`config.mk`:
```
export PLATFORM = sky130hd
export DESIGN_NAME = des_round_engine_flat
export DESIGN_NICKNAME = d
export VERILOG_FILES = /design/src/rtl/des_round_engine_if.sv /design/src/rtl/des_round_engine.sv /design/src/flat_wrapper.sv
export SDC_FILE = /design/constraint.sdc
export NUM_CORES = 1
export LEC_CHECK = 0
export BUFFER_PORTS_ARGS = -buffer_cell sky130_fd_sc_hd__buf_4
export CELL_PAD_IN_SITES_DETAIL_PLACEMENT = 1
export CELL_PAD_IN_SITES_GLOBAL_PLACEMENT = 2
export CORE_ASPECT_RATIO = 1.2
export CORE_MARGIN = 2
export CORE_UTILIZATION = 27
export CTS_BUF_LIST = sky130_fd_sc_hd__clkbuf_8
export DETAILED_ROUTE_END_ITERATION = 12
export PLACE_DENSITY_LB_ADDON = 0.08
export SYNTH_ARGS = -nofsm -noshare
export SYNTH_HDL_FRONTEND = slang
export SYNTH_SLANG_ARGS = --single-unit
export TNS_END_PERCENT = 20
```
`constraint.sdc`:
```
create_clock -name clk -period 1.9 [get_ports clk]
set_input_delay 0.285 -clock clk [delete_from_list [all_inputs] [get_ports clk]]
set_output_delay 0.285 -clock clk [all_outputs]
set_load 0.03 [all_outputs]
```
`src/rtl/des_round_engine_if.sv`:
```
// Bus bundle for des_round_engine: block handshake plus the key-schedule and S-box bank links.
interface des_round_engine_if;
  localparam int unsigned BLOCK_W  = 64;
  localparam int unsigned SUBKEY_W = 48;
  localparam int unsigned SBOXO_W  = 32;
  localparam int unsigned IDX_W    = 4;

  logic                start;
  logic                decrypt;
  logic [BLOCK_W-1:0]  block_in;
  logic [SUBKEY_W-1:0] subkey;
  logic [IDX_W-1:0]    round_idx;
  logic [SUBKEY_W-1:0] sbox_in;
  logic [SBOXO_W-1:0]  sbox_out;
  logic                busy;
  logic                done;
  logic [BLOCK_W-1:0]  block_out;

  // Engine side
  modport slave (
    input  start, decrypt, block_in, subkey, sbox_out,
    output round_idx, sbox_in, busy, done, block_out
  );

  // Surrounding logic side (controller, key schedule, S-box bank)
  modport master (
    output start, decrypt, block_in, subkey, sbox_out,
    input  round_idx, sbox_in, busy, done, block_out
  );
endinterface

```
`src/rtl/des_round_engine.sv`:
```
// Iterative DES Feistel round engine: one round per clock, 16 rounds per block.
// Drives the external S-box bank with E(R)^subkey and folds P(sbox_out) back into L.
// Optional feature macro: DES_IP_FP_EN (apply IP on load and FP on block_out).
module des_round_engine (
  input  logic               clk,
  input  logic               rst,
  des_round_engine_if.slave  bus
);
  localparam int unsigned HALF_W   = 32;
  localparam int unsigned BLOCK_W  = 64;
  localparam int unsigned SUBKEY_W = 48;
  localparam int unsigned RND_W    = 4;

  // Expansion E: output bit i (DES numbering, MSB first) takes R bit E_TBL[i]
  localparam int unsigned E_TBL [48] = '{
    32,  1,  2,  3,  4,  5,  4,  5,  6,  7,  8,  9,
     8,  9, 10, 11, 12, 13, 12, 13, 14, 15, 16, 17,
    16, 17, 18, 19, 20, 21, 20, 21, 22, 23, 24, 25,
    24, 25, 26, 27, 28, 29, 28, 29, 30, 31, 32,  1
  };

  // Permutation P applied to the concatenated S-box outputs
  localparam int unsigned P_TBL [32] = '{
    16,  7, 20, 21, 29, 12, 28, 17,  1, 15, 23, 26,  5, 18, 31, 10,
     2,  8, 24, 14, 32, 27,  3,  9, 19, 13, 30,  6, 22, 11,  4, 25
  };

`ifdef DES_IP_FP_EN
  localparam int unsigned IP_TBL [64] = '{
    58, 50, 42, 34, 26, 18, 10,  2, 60, 52, 44, 36, 28, 20, 12,  4,
    62, 54, 46, 38, 30, 22, 14,  6, 64, 56, 48, 40, 32, 24, 16,  8,
    57, 49, 41, 33, 25, 17,  9,  1, 59, 51, 43, 35, 27, 19, 11,  3,
    61, 53, 45, 37, 29, 21, 13,  5, 63, 55, 47, 39, 31, 23, 15,  7
  };

  localparam int unsigned FP_TBL [64] = '{
    40,  8, 48, 16, 56, 24, 64, 32, 39,  7, 47, 15, 55, 23, 63, 31,
    38,  6, 46, 14, 54, 22, 62, 30, 37,  5, 45, 13, 53, 21, 61, 29,
    36,  4, 44, 12, 52, 20, 60, 28, 35,  3, 43, 11, 51, 19, 59, 27,
    34,  2, 42, 10, 50, 18, 58, 26, 33,  1, 41,  9, 49, 17, 57, 25
  };

  function automatic logic [BLOCK_W-1:0] ip_perm(input logic [BLOCK_W-1:0] x);
    logic [BLOCK_W-1:0] y;
    y = '0;
    for (int i = 0; i < 64; i++) y[6'(63 - i)] = x[6'(64 - IP_TBL[i])];
    return y;
  endfunction

  function automatic logic [BLOCK_W-1:0] fp_perm(input logic [BLOCK_W-1:0] x);
    logic [BLOCK_W-1:0] y;
    y = '0;
    for (int i = 0; i < 64; i++) y[6'(63 - i)] = x[6'(64 - FP_TBL[i])];
    return y;
  endfunction
`endif

  typedef enum logic [1:0] {
    IDLE   = 2'd0,
    ROUND  = 2'd1,
    FINISH = 2'd2
  } state_t;

  state_t              state;
  state_t              state_nxt;
  logic                load;
  logic                advance;
  logic                finish;

  logic [HALF_W-1:0]   l_q;
  logic [HALF_W-1:0]   r_q;
  logic [RND_W-1:0]    rnd_q;
  logic                dec_q;
  logic                busy_q;
  logic                done_q;
  logic [BLOCK_W-1:0]  block_out_q;

  logic [SUBKEY_W-1:0] e_r;
  logic [HALF_W-1:0]   f_out;
  logic [BLOCK_W-1:0]  load_blk;
  logic [BLOCK_W-1:0]  out_blk;

  // Block-boundary permutations: real IP/FP or raw pass-through
`ifdef DES_IP_FP_EN
  assign load_blk = ip_perm(bus.block_in);
  assign out_blk  = fp_perm({r_q, l_q});
`else
  assign load_blk = bus.block_in;
  assign out_blk  = {r_q, l_q};
`endif

  // Expansion of the current right half
  always_comb begin
    e_r = '0;
    for (int i = 0; i < 48; i++) e_r[6'(47 - i)] = r_q[5'(32 - E_TBL[i])];
  end

  // P permutation of the returned S-box word
  always_comb begin
    f_out = '0;
    for (int i = 0; i < 32; i++) f_out[5'(31 - i)] = bus.sbox_out[5'(32 - P_TBL[i])];
  end

  // For a 4-bit counter 15-rnd equals ~rnd
  assign bus.round_idx = dec_q ? ~rnd_q : rnd_q;
  assign bus.sbox_in   = e_r ^ bus.subkey;
  assign bus.busy      = busy_q;
  assign bus.done      = done_q;
  assign bus.block_out = block_out_q;

  // State register
  always_ff @(posedge clk) begin
    if (rst) state <= IDLE;
    else     state <= state_nxt;
  end

  // Next-state and datapath strobes
  always_comb begin
    state_nxt = state;
    load      = 1'b0;
    advance   = 1'b0;
    finish    = 1'b0;
    case (state)
      IDLE: begin
        if (bus.start) begin
          load      = 1'b1;
          state_nxt = ROUND;
        end
      end
      ROUND: begin
        advance = 1'b1;
        if (rnd_q == 4'd15) state_nxt = FINISH;
      end
      FINISH: begin
        finish    = 1'b1;
        state_nxt = IDLE;
      end
      default: state_nxt = IDLE;
    endcase
  end

  // Feistel halves, round counter, status and result registers
  always_ff @(posedge clk) begin
    if (rst) begin
      l_q         <= '0;
      r_q         <= '0;
      rnd_q       <= '0;
      dec_q       <= 1'b0;
      busy_q      <= 1'b0;
      done_q      <= 1'b0;
      block_out_q <= '0;
    end else begin
      busy_q <= (state_nxt != IDLE);
      done_q <= finish;
      if (load) begin
        l_q   <= load_blk[63:32];
        r_q   <= load_blk[31:0];
        dec_q <= bus.decrypt;
        rnd_q <= '0;
      end else if (advance) begin
        l_q   <= r_q;
        r_q   <= l_q ^ f_out;
        rnd_q <= rnd_q + 4'd1;
      end
      if (finish) block_out_q <= out_blk;
    end
  end
endmodule

```
`src/flat_wrapper.sv`:
```
// flat-port wrapper written by rule: the top's interface ports become plain ports
module des_round_engine_flat 
  (clk, rst, bus_start, bus_decrypt, bus_block_in, bus_subkey, bus_sbox_out, bus_round_idx, bus_sbox_in, bus_busy, bus_done, bus_block_out);
  des_round_engine_if bus_i ();
  input  logic clk;
  input  logic rst;
  input wire logic [$bits(bus_i.start)-1:0] bus_start;
  input wire logic [$bits(bus_i.decrypt)-1:0] bus_decrypt;
  input wire logic [$bits(bus_i.block_in)-1:0] bus_block_in;
  input wire logic [$bits(bus_i.subkey)-1:0] bus_subkey;
  input wire logic [$bits(bus_i.sbox_out)-1:0] bus_sbox_out;
  output wire logic [$bits(bus_i.round_idx)-1:0] bus_round_idx;
  output wire logic [$bits(bus_i.sbox_in)-1:0] bus_sbox_in;
  output wire logic [$bits(bus_i.busy)-1:0] bus_busy;
  output wire logic [$bits(bus_i.done)-1:0] bus_done;
  output wire logic [$bits(bus_i.block_out)-1:0] bus_block_out;
  assign bus_i.start = bus_start;
  assign bus_i.decrypt = bus_decrypt;
  assign bus_i.block_in = bus_block_in;
  assign bus_i.subkey = bus_subkey;
  assign bus_i.sbox_out = bus_sbox_out;
  assign bus_round_idx = bus_i.round_idx;
  assign bus_sbox_in = bus_i.sbox_in;
  assign bus_busy = bus_i.busy;
  assign bus_done = bus_i.done;
  assign bus_block_out = bus_i.block_out;
  des_round_engine u_core (.clk(clk), .rst(rst), .bus(bus_i));
endmodule
```
==> impl_metrics.env, run 1 <==
export IMPL_end_kind="output pin"
export IMPL_r2r_start="u_core.state[1]"
export IMPL_power_density_nw_per_um2=821
export IMPL_numCtsBuffers=17
export IMPL_cts_path_max_buffers=2
export IMPL_p_leak_nw=3.44
export IMPL_rsz0062_at_grt="false"
export IMPL_mostFrequentLayoutCell="buf_4"
export IMPL_finalCritPeriodShare=0.856
export IMPL_place_hpwl_mm=14.5
export IMPL_n_antenna_cell=0
export IMPL_drive_above_1_share=0.314
export IMPL_grt_pass1_wl_mm=32.7
export IMPL_grt_antenna_before_repair=0
export IMPL_tns_ns=0
export IMPL_setup_viol=0
export IMPL_max_slew_margin_rel=0.611
export IMPL_hp_class="in2reg"
export IMPL_drtPass1Iterations=4
export IMPL_die_x_um=141
export IMPL_regToRegSetupSlack_ns=0.34
export IMPL_drt_vias_per_instance=4.69
export IMPL_r2r_cells=4
export IMPL_slowest_stage="dfxtp_1"
export IMPL_finalWorstSetupSlack_ns=0.274
export IMPL_hold_path_endpoint="u_core.r_q[7]"
export IMPL_clk_latency_ns=0.44
export IMPL_maxCapViolations=0
export IMPL_core_area_um2=22300
export IMPL_synth_xor_area_frac=0.0789
export IMPL_postCtsSetupRepairBufs=0
export IMPL_outcome="complete, no violations"
export IMPL_max_freq_mhz=615
export IMPL_dieArea_um2=23800
export IMPL_synth_cell_types=28
export IMPL_r2r_end="u_core.r_q[22]"
export IMPL_yosysWarnings=0
export IMPL_drc=0
export IMPL_synth_edf_count=0
export IMPL_syn_cell_area_um2=6100
export IMPL_synthArstFlopShare=0
export IMPL_synthMuxAreaShare=0.00164
export IMPL_cp_arrival_ns=1.34
export IMPL_hold_buffers=0
export IMPL_dieHeight_um=169
export IMPL_worst_setup_path_start_kind="register"
export IMPL_finClkSkew_ns=0.0128
export IMPL_first_global_vias=6110
export IMPL_port_buffers=217
export IMPL_cts_resized=0
export IMPL_yosys_area_share_simple=0.252
export IMPL_fill_cells=2701
export IMPL_synth_top_family_by_area="simple AND/OR/NAND/NOR gates"
export IMPL_clk_pin_slew_worst_paths_ns=0.08
export IMPL_cp_max_fo=5
export IMPL_report_final_slew_viol_count=0
export IMPL_wl_per_cell_um=17.0
export IMPL_cp_top_family="flip-flops"
export IMPL_crit_buf_inv=1
export IMPL_synthFlopType="dfxtp_1"
export IMPL_vias=5769
export IMPL_grt_max_degree=89
export IMPL_hold_viol_final=0
export IMPL_ys_ff_latch=137
export IMPL_grt_use_total=0.176
export IMPL_gp_congestion=0.719
export IMPL_final_cell_mix="buf_4 (233), nand2_1 (184), dfxtp_1 (136), a21oi_1 (82), nor2_1 (63)"
export IMPL_layout_cells_non_filler=1230
export IMPL_ant_nets=0
export IMPL_synth_compound_area_share=0.143
export IMPL_peakVddDrop_mv=0.441
export IMPL_syn_inst=755
export IMPL_dr_first_iter_drc_count=165
export IMPL_critical_path_max_stage_delay_ns=0.47
export IMPL_row_count=60
export IMPL_area_growth_pct=35.1
export IMPL_hold_depth=3
export IMPL_cts_sinks=137
export IMPL_path_class="reg2out"
export IMPL_dp_slack_ns=0.359
export IMPL_postSynthAreaPerCell_um2=8.08
export IMPL_initial_core_util=0.274
export IMPL_ios=266
export IMPL_yosysSeqAreaShare=0.449
export IMPL_drt_total_wl_mm=20.9
export IMPL_clock_root_buffer="clkbuf_8"
export IMPL_dpl_cell_count=1198
export IMPL_required_ns=1.62
export IMPL_min_period_ns=1.63
export IMPL_nets=1087
export IMPL_cts_tree="yes"
export IMPL_synthAdderAreaFrac=0.00205
export IMPL_cts_max_level=4
export IMPL_worstMarginPinSlew_ns=0.584
export IMPL_syn_num_nets=904
export IMPL_overflow=0
export IMPL_crit_chain="xor2_1 > buf_4"
export IMPL_hold_start="bus_block_in[7]"
[Yosys cell counts, types with 2 or more instances]
cell type,count,area [um^2]
a21oi_1,82,410
a311oi_2,16,240
buf_2,24,120
buf_4,24,180
buf_6,4,45.0
clkbuf_1,20,75.1
dfxtp_1,137,2740
nand2_1,185,694
nor2_1,63,236
nor2_4,2,22.5
nor2b_1,34,213
nor3_1,51,255
o211ai_1,3,22.5
o22ai_1,32,200
or2_0,7,43.8
or2_2,6,37.5
xnor2_1,17,149
xor2_1,38,333
[worst max path at each step]
stage,from,endpoint,slack (ns),cells past startpoint
floorplan,u_core.state[0],u_core.r_q[10],0.58,7
global placement,u_core.state[1],u_core.r_q[19],0.42,4
CTS,u_core.dec_q,bus_round_idx[3],0.21,2
detailed placement,u_core.state[1],u_core.l_q[28],0.36,4
global route,u_core.dec_q,bus_round_idx[3],0.18,2
finish,u_core.dec_q,bus_round_idx[3],0.27,2
[tightest hold or removal path: stages]
cell and delay (ns):
buf_4 0.11, nand2_1 0.05, a21oi_1 0.05
[power by group]
part           total [mW]  leakage [nW]  switching [mW]  internal, mW
sequential           3.17          1.12           0.154          3.01
combinational        1.32          2.13           0.716         0.599
clock                2.29         0.187            1.21          1.07
total                6.77          3.44            2.08          4.68
[logic make-up after synthesis]
family	after synthesis
flops	137
simple gates	353
xor+xnor	55
buf+inv	75
mux	1
compound gates	133
fa+ha+maj	1
[routing by layer]
metal,wire (um),vias up,track usage
met5,0,-,0
met4,257,0,0.0557
met3,1070,15,0.0427
met2,10500,139,0.306
met1,9130,2774,0.213
li1,-,2841,-
[stage by stage]
stage                     hold WS (ns)  utilization  cell area (um^2)  total power [mW]
final                           0.0922        0.370              8250              6.77
after global routing            0.0558        0.370              8250              7.15
after CTS                       0.0522        0.370              8250              6.91
after detailed placement         0.448        0.353              7880              4.57
after global placement           0.444        0.353              7880              4.54
after floorplan                  0.421            -              6100              4.07
[area by class of cell]
cell class	count	area, um^2	share of cell area
tap	279	349	0.0423
sequential	137	2740	0.333
clock inverter	14	124	0.0150
timing repair buffer	238	1850	0.224
multi-input combinational	543	2930	0.355
clock buffer	18	248	0.0300
inverter	1	3.75	0.000455
[flip-flops by register name, indices dropped and copies added (netlist names)]
name and count:
u_core.rnd_q 4, u_core.bus.done 1, u_core.bus.block_out 64, u_core.bus.busy 1, u_core.dec_q 1, u_core.r_q 32
u_core.l_q 32, u_core.state 2
(Power assumes the default switching activity.)
==> run 2, diff against run 1 <==
- CORE_ASPECT_RATIO: 1.2 -> 0.75
- RECOVER_POWER: not set -> 100
==> impl_metrics.env, run 2 (same netlist as run 1, synthesis figures left out) <==
export IMPL_cts_max_level=4
export IMPL_finalCritPeriodShare=0.905
export IMPL_area_growth_pct=30.6
export IMPL_cts_path_max_buffers=2
export IMPL_min_period_ns=1.72
export IMPL_cp_top_family="flip-flops"
export IMPL_wl_per_cell_um=17.5
export IMPL_required_ns=1.62
export IMPL_ff_latch_area_um2=2740
export IMPL_mostFrequentLayoutCell="nand2_1"
export IMPL_grt_pass1_wl_mm=34.1
export IMPL_port_buffers=217
export IMPL_worstMarginPinSlew_ns=0.563
export IMPL_overflow=0
export IMPL_largest_register_ffs=64
export IMPL_clk_pin_slew_worst_paths_ns=0.10
export IMPL_first_global_vias=6236
export IMPL_drc=0
export IMPL_postLayoutCellArea_um2=7970
export IMPL_path_class="reg2out"
export IMPL_setup_viol=0
export IMPL_cts_tree="yes"
export IMPL_outcome="complete, no violations"
export IMPL_row_count=47
export IMPL_drt_total_wl_mm=21.9
export IMPL_crit_buf_inv=1
export IMPL_fill_cells=2714
export IMPL_maxCapViolations=0
export IMPL_max_slew_margin_rel=0.626
export IMPL_ant_nets=0
export IMPL_slowest_stage="dfxtp_1"
export IMPL_numCtsBuffers=17
export IMPL_clock_root_buffer="clkbuf_8"
export IMPL_nets=1090
export IMPL_grt_use_total=0.185
export IMPL_cp_arrival_ns=1.44
export IMPL_dr_first_iter_drc_count=241
export IMPL_final_cell_mix="nand2_1 (184), dfxtp_1 (136), buf_4 (130), clkbuf_1 (92), a21oi_1 (82)"
export IMPL_n_antenna_cell=0
export IMPL_crit_chain="xor2_1 > clkbuf_1"
export IMPL_cp_max_fo=5
export IMPL_ios=266
export IMPL_worst_setup_path_start_kind="register"
export IMPL_multi_input_area_um2=2910
export IMPL_report_final_slew_viol_count=0
export IMPL_grt_max_degree=55
export IMPL_hold_buffers=0
export IMPL_grt_antenna_before_repair=0
export IMPL_dieHeight_um=134
export IMPL_drt_vias_per_instance=4.65
export IMPL_power_density_nw_per_um2=882
export IMPL_finalCoreUtilization=0.360
export IMPL_dieArea_um2=23800
export IMPL_initial_core_util=0.276
export IMPL_drive_above_1_share=0.217
export IMPL_placedInstanceArea_um2=7920
export IMPL_clk_latency_ns=0.45
export IMPL_critical_path_max_stage_delay_ns=0.46
export IMPL_hp_class="in2reg"
export IMPL_place_hpwl_mm=15.2
export IMPL_drtPass1Iterations=5
export IMPL_cts_sinks=137
export IMPL_die_x_um=178
export IMPL_p_leak_nw=3.09
export IMPL_finClkSkew_ns=0.0164
export IMPL_end_kind="output pin"
export IMPL_rsz0062_at_grt="false"
export IMPL_peakVddDrop_mv=0.308
export IMPL_hold_viol_final=0
export IMPL_core_area_um2=22100
export IMPL_max_freq_mhz=581
export IMPL_dp_slack_ns=0.117
export IMPL_finalPower_mw=7.03
export IMPL_gp_congestion=0.740
export IMPL_finalWorstSetupSlack_ns=0.180
export IMPL_tns_ns=0
export IMPL_vias=5806
==> run 2: worst register-to-register path, cell delays in order, from the launching register on <==
cell and delay (ns):
dfxtp_1 0.41, buf_4 0.26, nor2b_1 0.19, clkbuf_4 0.45, nand2_1 0.12, a21oi_1 0.16
==> run 2: metrics by stage <==
step / cells / hold WS [ns]
finish: 1248 / 0.0912
global route: 1248 / 0.0661
CTS: 1245 / 0.0571
detailed placement: 1213 / 0.450
global placement: 1213 / 0.445
floorplan: 755 / 0.421
==> run 2: layout make-up <==
type / instances / share of cell area
inverter: 1 / 0.000942
timing repair buffer: 241 / 0.191
multi-input combinational: 543 / 0.365
sequential: 137 / 0.344
clock buffer: 18 / 0.0311
tap: 294 / 0.0462
clock inverter: 14 / 0.0215
==> run 2: worst paths after layout <==
| check | from | end | slack (ns) | cells past startpoint |
|---|---|---|---|---|
| worst min register to register | u_core.bus.block_out[47] | u_core.bus.block_out[47] | 0.46 | 2 |
| worst max-delay path | u_core.r_q[20] | bus_sbox_in[31] | 0.18 | 2 |
| worst max register to register | u_core.state[1] | u_core.bus.block_out[0] | 0.24 | 5 |
| worst min-delay path | bus_block_in[0] | u_core.r_q[0] | 0.09 | 3 |
==> run 2: power by group <==
part	switching, mW	internal, mW	leakage, nW
Combinational	0.720	0.531	1.76
Sequential	0.165	3.01	1.12
Clock	1.25	1.34	0.211
Total	2.14	4.89	3.09
==> run 2: timing repair <==
action                                  4_1_cts  5_1_grt
gates resized for setup                       0        2
buffers inserted                              0        3
endpoints found under the setup margin        0       46
==> run 2: routing by layer <==
layer | wire (um) | part of all wire | GRT usage
met1 | 10000 | 0.46 | 0.234
met5 | 0 | 0 | 0
met2 | 10200 | 0.47 | 0.306
met3 | 1350 | 0.062 | 0.0541
met4 | 250 | 0.011 | 0.0542
==> run 3, diff against run 2 <==
- MAX_ROUTING_LAYER: not set -> met4
==> impl_metrics.env, run 3 (same netlist as run 1, synthesis figures left out) <==
export IMPL_maxCapViolations=0
export IMPL_report_final_slew_viol_count=0
export IMPL_cp_max_fo=5
export IMPL_mostFrequentLayoutCell="nand2_1"
export IMPL_finClkSkew_ns=0.0167
export IMPL_max_slew_margin_rel=0.634
export IMPL_clk_latency_ns=0.45
export IMPL_hold_depth=3
export IMPL_drt_vias_per_instance=4.66
export IMPL_r2r_cells=5
export IMPL_max_freq_mhz=582
export IMPL_drtPass1Iterations=4
export IMPL_clk_pin_slew_worst_paths_ns=0.10
export IMPL_drive_above_1_share=0.217
export IMPL_row_count=47
export IMPL_p_leak_nw=3.09
export IMPL_peakVddDrop_mv=0.309
export IMPL_power_density_nw_per_um2=882
export IMPL_rsz0062_at_grt="false"
export IMPL_cp_arrival_ns=1.43
export IMPL_area_growth_pct=30.6
export IMPL_cts_sinks=137
export IMPL_hp_class="in2reg"
export IMPL_dieArea_um2=23800
export IMPL_finalCoreUtilization=0.361
export IMPL_grt_max_degree=55
export IMPL_slowest_stage="dfxtp_1"
export IMPL_required_ns=1.62
export IMPL_wl_per_cell_um=17.6
export IMPL_vias=5811
export IMPL_clock_root_buffer="clkbuf_8"
export IMPL_hold_buffers=0
export IMPL_core_area_um2=22100
export IMPL_crit_chain="xor2_1 > clkbuf_1"
export IMPL_grt_pass1_wl_mm=34.0
export IMPL_tns_ns=0
export IMPL_dieHeight_um=134
export IMPL_place_hpwl_mm=15.2
export IMPL_end_kind="output pin"
export IMPL_initial_core_util=0.276
export IMPL_overflow=0
export IMPL_path_class="reg2out"
export IMPL_critical_path_max_stage_delay_ns=0.46
export IMPL_drt_total_wl_mm=21.9
export IMPL_wl_met2_mm=10.2
export IMPL_ant_nets=0
export IMPL_placedInstanceArea_um2=7920
export IMPL_ios=266
export IMPL_largest_register_ffs=64
export IMPL_worst_setup_path_start_kind="register"
export IMPL_grt_antenna_before_repair=0
export IMPL_nets=1090
export IMPL_cts_max_level=4
export IMPL_n_antenna_cell=0
export IMPL_numCtsBuffers=17
export IMPL_drc=0
export IMPL_setup_viol=0
export IMPL_min_period_ns=1.72
export IMPL_hold_viol_final=0
export IMPL_final_cell_mix="nand2_1 (184), dfxtp_1 (136), buf_4 (131), clkbuf_1 (92), a21oi_1 (82)"
export IMPL_finalCritPeriodShare=0.904
export IMPL_postLayoutCellArea_um2=7970
export IMPL_outcome="complete, no violations"
export IMPL_worstMarginPinSlew_ns=0.551
export IMPL_dr_first_iter_drc_count=248
export IMPL_cts_tree="yes"
export IMPL_gp_congestion=0.749
export IMPL_die_x_um=178
export IMPL_wl_met1_mm=10.2
export IMPL_dr_max_layer_used="met4"
export IMPL_wl_met3_mm=1.20
export IMPL_first_global_vias=6258
export IMPL_cts_path_max_buffers=2
export IMPL_port_buffers=217
export IMPL_grt_use_total=0.190
run 3: cell types whose count changed in the layout (fill, tap and decap cells not counted):
cell,previous run,this run
clkbuf_2,11,10
buf_4,130,131
run 3: worst max-delay path: cells and delay by family, from the launching register on:
kind | cells | cell delay [ns]
flip-flops | 1 | 0.46
buffers and inverters | 1 | 0.33
XOR/XNOR | 1 | 0.20
run 3: per-layer routing:
| layer | global-route usage | vias to the layer above |
|---|---|---|
| met2 | 0.307 | 148 |
| met4 | 0.0542 | 0 |
| met1 | 0.235 | 2798 |
| met3 | 0.0496 | 19 |
| li1 | - | 2846 |
| met5 | - | - |
run 3: layout make-up:
| class | instances | area, um^2 |
|---|---|---|
| timing repair buffer | 241 | 1530 |
| clock inverter | 14 | 171 |
| sequential | 137 | 2740 |
| clock buffer | 18 | 248 |
| multi-input combinational | 543 | 2910 |
| fill | 2714 | 14100 |
| inverter | 1 | 7.51 |
| tap | 294 | 368 |
run 3: power by group:
group	internal, mW	total [mW]	switching, mW
combinational	0.533	1.25	0.720
clock	1.34	2.60	1.25
sequential	3.01	3.18	0.165
total	4.89	7.03	2.14
run 3: path summary, 6_finish.rpt:
kind | slack, ns | end | from
min | 0.09 | u_core.r_q[0] | bus_block_in[0]
max reg2reg | 0.24 | u_core.bus.block_out[0] | u_core.state[1]
max | 0.18 | bus_sbox_in[31] | u_core.r_q[20]
min reg2reg | 0.46 | u_core.bus.block_out[47] | u_core.bus.block_out[47]
run 3: what timing repair did:
action                                  4_1_cts  5_1_grt
setup buffers                                 0        3
endpoints found under the setup margin        0       45
resized for setup                             0        2
run 3: stage by stage:
step / instances / power (mW) / hold WS (ns) / worst slack [ns]
floorplan: 755 / 4.07 / 0.421 / 0.580
global placement: 1213 / 4.56 / 0.445 / 0.191
detailed placement: 1213 / 4.59 / 0.450 / 0.117
CTS: 1245 / 7.22 / 0.0571 / 0.0899
global route: 1248 / 7.40 / 0.0701 / 0.0661
finish: 1248 / 7.03 / 0.0913 / 0.183
